--- config.mk ---
export PLATFORM = sky130hd
export DESIGN_NAME = skid_pipe_reg
export DESIGN_NICKNAME = d
export VERILOG_FILES = /design/src/rtl/pipe_pkg.sv /design/src/rtl/pipe_data_reg.sv /design/src/rtl/skid_pipe_reg.sv
export SDC_FILE = /design/constraint.sdc
export NUM_CORES = 1
export LEC_CHECK = 0
export BUFFER_PORTS_ARGS = -buffer_cell sky130_fd_sc_hd__buf_2
export CORE_UTILIZATION = 50
export CTS_CLUSTER_SIZE = 10
export DETAILED_ROUTE_END_ITERATION = 12
export PLACE_DENSITY = 0.87
export SKIP_CTS_REPAIR_TIMING = 1
export SYNTH_ARGS = -nofsm -noshare
export SYNTH_HDL_FRONTEND = slang
export SYNTH_HIERARCHICAL = 1
export SYNTH_SLANG_ARGS = --single-unit
--- constraint.sdc ---
create_clock -name clk -period 2.3 [get_ports clk]
set_input_delay 0.115 -clock clk [delete_from_list [all_inputs] [get_ports clk]]
set_output_delay 0.115 -clock clk [all_outputs]
set_load 0.01 [all_outputs]
--- src/rtl/pipe_pkg.sv ---
// Shared definitions for the pipeline stage register: state encoding and
// occupancy counter width.
package pipe_pkg;

    localparam int COUNT_W = 2;

    localparam logic [1:0] ST_EMPTY = 2'd0;
    localparam logic [1:0] ST_BUSY  = 2'd1;
    localparam logic [1:0] ST_FULL  = 2'd2;

endpackage : pipe_pkg

--- src/rtl/pipe_data_reg.sv ---
// LENGTH-wide data register with async reset, synchronous clear and load
// enable; clear takes priority over load.
module pipe_data_reg #(
    parameter int                 LENGTH  = 8,
    parameter logic [LENGTH-1:0]  RST_VAL = {LENGTH{1'b0}}
) (
    input  logic              clk,
    input  logic              rst,
    input  logic              clr_i,
    input  logic              load_i,
    input  logic [LENGTH-1:0] d_i,
    output logic [LENGTH-1:0] q_o
);

    logic [LENGTH-1:0] data_q;

    always_ff @(posedge clk or posedge rst) begin
        if (rst) begin
            data_q <= RST_VAL;
        end else if (clr_i) begin
            data_q <= RST_VAL;
        end else if (load_i) begin
            data_q <= d_i;
        end
    end

    assign q_o = data_q;

endmodule : pipe_data_reg

--- src/rtl/skid_pipe_reg.sv ---
// Pipeline stage register with valid/ready handshake and a one-entry skid
// buffer, so in_ready is a pure flop with no path from out_ready.
module skid_pipe_reg
    import pipe_pkg::*;
#(
    parameter int                 LENGTH  = 8,
    parameter logic [LENGTH-1:0]  RST_VAL = {LENGTH{1'b0}}
) (
    input  logic               clk,
    input  logic               rst,
    input  logic               flush,
    input  logic               in_valid,
    output logic               in_ready,
    input  logic [LENGTH-1:0]  in_data,
    output logic               out_valid,
    input  logic               out_ready,
    output logic [LENGTH-1:0]  out_data,
    output logic [COUNT_W-1:0] count
);

    logic [1:0]        state_q, state_d;
    logic              in_ready_q, in_ready_d;
    logic              inFire, outFire;
    logic              mainLoad, mainFromSkid, skidLoad;
    logic [LENGTH-1:0] mainD, skidQ;

    assign inFire  = in_valid & in_ready_q;
    assign outFire = (state_q != ST_EMPTY) & out_ready;

    // Flush wins over every handshake; FULL never sees an input fire because
    // in_ready is low there.
    always_comb begin
        state_d      = state_q;
        mainLoad     = 1'b0;
        mainFromSkid = 1'b0;
        skidLoad     = 1'b0;
        if (flush) begin
            state_d = ST_EMPTY;
        end else begin
            case (state_q)
                ST_EMPTY: begin
                    if (inFire) begin
                        mainLoad = 1'b1;
                        state_d  = ST_BUSY;
                    end
                end
                ST_BUSY: begin
                    if (inFire && outFire) begin
                        mainLoad = 1'b1;
                    end else if (inFire) begin
                        skidLoad = 1'b1;
                        state_d  = ST_FULL;
                    end else if (outFire) begin
                        state_d  = ST_EMPTY;
                    end
                end
                ST_FULL: begin
                    if (outFire) begin
                        mainLoad     = 1'b1;
                        mainFromSkid = 1'b1;
                        state_d      = ST_BUSY;
                    end
                end
                default: begin
                    state_d = ST_EMPTY;
                end
            endcase
        end
    end

    assign in_ready_d = (state_d != ST_FULL);

    always_ff @(posedge clk or posedge rst) begin
        if (rst) begin
            state_q    <= ST_EMPTY;
            in_ready_q <= 1'b0;
        end else begin
            state_q    <= state_d;
            in_ready_q <= in_ready_d;
        end
    end

    assign mainD = mainFromSkid ? skidQ : in_data;

    pipe_data_reg #(
        .LENGTH  (LENGTH),
        .RST_VAL (RST_VAL)
    ) u_main_reg (
        .clk    (clk),
        .rst    (rst),
        .clr_i  (flush),
        .load_i (mainLoad),
        .d_i    (mainD),
        .q_o    (out_data)
    );

    pipe_data_reg #(
        .LENGTH  (LENGTH),
        .RST_VAL (RST_VAL)
    ) u_skid_reg (
        .clk    (clk),
        .rst    (rst),
        .clr_i  (flush),
        .load_i (skidLoad),
        .d_i    (in_data),
        .q_o    (skidQ)
    );

    always_comb begin
        count = '0;
        case (state_q)
            ST_BUSY: count = COUNT_W'(1);
            ST_FULL: count = COUNT_W'(2);
            default: count = '0;
        endcase
    end

    assign in_ready  = in_ready_q;
    assign out_valid = (state_q != ST_EMPTY);

endmodule : skid_pipe_reg

==> metrics.md <==
| Metric | Value |
|---|---|
| Worst rel slew slack | 0.714 |
| Setup crit end kind | flip-flop |
| Max Clock Skew | between 0.0015 and 0.002 ns |
| Max-slew violation total from the final report | 0 |
| Root Driver | clkbuf_4 |
| Gr usage total | 0.206 |
| Critical path, cell by cell | or2_2 > o2bb2a_1 > a21oi_1 > buf_4 > mux2i_1 > nor2_1 |
| Routed len/inst | between 10 and 15 um |
| GP Congestion | around 0.77 |
| Min Tclk post-route | roughly 1.8 ns |
| Period utilization | 0.787 |
| GR Overflow Total | 0 |
| Final cell count without fillers | between 100 and 150 |
| CP Launch Type | flip-flop |
| Number of inserted diodes | 0 |
| # port buffers | 24 |
| Die Span X | about 46 um |
| CTS clk-pin slew, worst paths | 0.11 ns |
| Fin nets | around 130 |
| Post-Route Utilization | 0.646 |
| DP HPWL | between 1000 and 1500 um |
| Synth Area per Inst | around 11 um2 |
| Unique masters post-synth | 20 |
| Detailed Routing Iterations Pass 1 | 4 |
| Cells after DPL | approximately 130 |
| Post-Syn Area | 966 um2 |
| RSZ-0062 raised after global routing | false |
| Worst min path class | primary input to flip-flop |
| Largest cells by area after synthesis | dfrtp_1 49%, mux2i_1 18%, mux2_2 9.3% |
| Final setup vio count | 0 |
| Worst hold start | in_data[1] |
| Total wire length | approximately 1900 um |
| Max cap viols | 0 |
| Fill count | 146 |
| Global-route wire length before repair | about 3000 um |
| Share of layout cells above drive strength 1 | 0.405 |
| WS Path Type | flip-flop to flip-flop |
| CP max FO | 8 |
| RR Startpoint | state_q[0] |
| VDD IR max | between 0.3 and 0.4 mV |
| Vias per inst | between 5 and 6 |
| Ys Warns | 6 |
| Syn Nets | a little under 100 |
| Setup crit start | state_q[0] |
| Fin. Hold Viols | 0 |
| CTS tree | built |
| Worst Path Arrival | 1.98 ns |
| Seq/Total Area, Yosys | 0.492 |
| Initial core utilization | 0.548 |
| Starting DRT DRC Count | 31 |
| Core Rows | 15 |
| Status | finished clean |
| Cells after synthesis | 84 |
| Leak Pwr | between 0.5 and 0.6 nW |
| Vias in the first global route | roughly 700 |
| Commonest cells after routing, fill and taps aside | 24 x buf_2, 19 x dfrtp_1, 17 x mux2i_1 |
| Synth Register Bits | 19 |
| Initial antenna violation count | 0 |
| Measured slew at the worst slew-check pin | between 0.4 and 0.5 ns |
| Post-route DRC | 0 |
| Critical Path RT | roughly 2.5 ns |
| Die Area | about 0.0021 mm2 |
| Clock latency on the worst-skew pair | between 0.2 and 0.3 ns |
| Critical path's largest stage delay | approximately 0.44 ns |
| Commonest non-fill, non-tap cell in the layout | buf_2 |
| CTS Sinks | 19 |
| Post-DRT Antenna Nets | 0 |
| Highest clock rate | ~550 MHz |
| Yosys top cell area share | 0.492 |
| Chip height | 46.0 um |
| Cell taking the most area after synthesis | dfrtp_1 |
| Largest net degree at the start of global routing | 24 |
| DR vias | between 700 and 800 |
| Setup_tns | 0 ns |
| Worst path slowest cell | dfrtp_1 |
| Inserted Clock Buffers | 3 |
| Number of I/O pins | 25 |
| Pwr/cell area | roughly 560 mW/mm2 |
| Hold_ws | around 0.074 ns |
| Core footprint | between 0.0015 and 0.002 mm2 |
| CTS H-Tree Depth | 1 |
| Layout Area Growth over Synthesis | 18.0% |
| CTS Buffer Depth | 2 |
-- cell usage after synthesis --
cell and n:
nand2_1 3, nand2b_4 1, and2b_2 1, nor3_1 1, mux2i_1 17, inv_1 4, a21oi_1 1, nor2_1 16
and3b_2 1, buf_1 2, nor2b_1 1, mux2_2 8, nor3b_4 1, a211o_2 1, o22ai_1 1, o2bb2a_1 1
a211oi_1 1, buf_6 2, or2_2 2, dfrtp_1 19
-- final timing paths --
path | end | slack, ns | depth (start not counted)
min reg2reg | u_skid_reg/q_o[1] | 0.53 | 2
max in group asynchronous | u_skid_reg/q_o[5] | 1.75 | 3
max | u_main_reg/q_o[5] | 0.49 | 6
max reg2reg | u_main_reg/q_o[5] | 0.49 | 6
min in group asynchronous | in_ready | 0.25 | 3
min | u_skid_reg/q_o[1] | 0.07 | 3
-- kinds of logic (layout without fill, tap and decap cells) --
group | count (synthesis) | count (layout) | synth area share
flip-flops | 19 | 19 | 0.492
AO/OA/AOI/OAI | 5 | 5 | 0.0402
multiplexers | 25 | 25 | 0.269
AND/OR/NAND/NOR | 27 | 27 | 0.152
buffers and inverters | 8 | 35 | 0.0466
-- per-layer routing --
metal,global-route usage,wire [um],vias up,part of all wire
met5,0,0,-,0
met1,0.286,858,346,0.45
met2,0.332,954,17,0.50
met3,0.0238,89,0,0.047
li1,-,-,339,-
met4,0.0706,0,0,0
-- sequential cells by signal, indices dropped and copies added (netlist names) --
| signal | count |
|---|---|
| state_q | 2 |
| u_skid_reg/q_o | 8 |
| u_main_reg/q_o | 8 |
| in_ready | 1 |
-- final cells by class --
class	instances	area [um2]	share of cell area
timing repair buffer	27	145	0.127
sequential	19	475	0.417
clock inverter	1	5.00	0.00439
multi-input combinational	57	445	0.391
tap	25	31.3	0.0274
inverter	4	15.0	0.0132
clock buffer	3	22.5	0.0198
-- worst max-delay path, delay by kind of cell, from the launching register on --
kind	cells	cell delay, ns
flops	1	0.44
simple gates	2	0.38
buf+inv	1	0.21
compound gates	2	0.44
mux	1	0.22
-- per-stage QoR --
step	cell area, um2	power (mW)	setup slack, ns
floorplan	966	0.438	0.621
global placement	1100	0.475	0.586
detailed placement	1100	0.479	0.535
CTS	1130	0.644	0.518
global route	1140	0.670	0.382
finish	1140	0.642	0.491
-- where the power goes --
group	internal [mW]	switching [mW]	total [mW]
clock	0.0646	0.102	0.167
combinational	0.0558	0.0609	0.117
sequential	0.348	0.0101	0.358
Note: power is estimated with default switching activity, not from simulation.
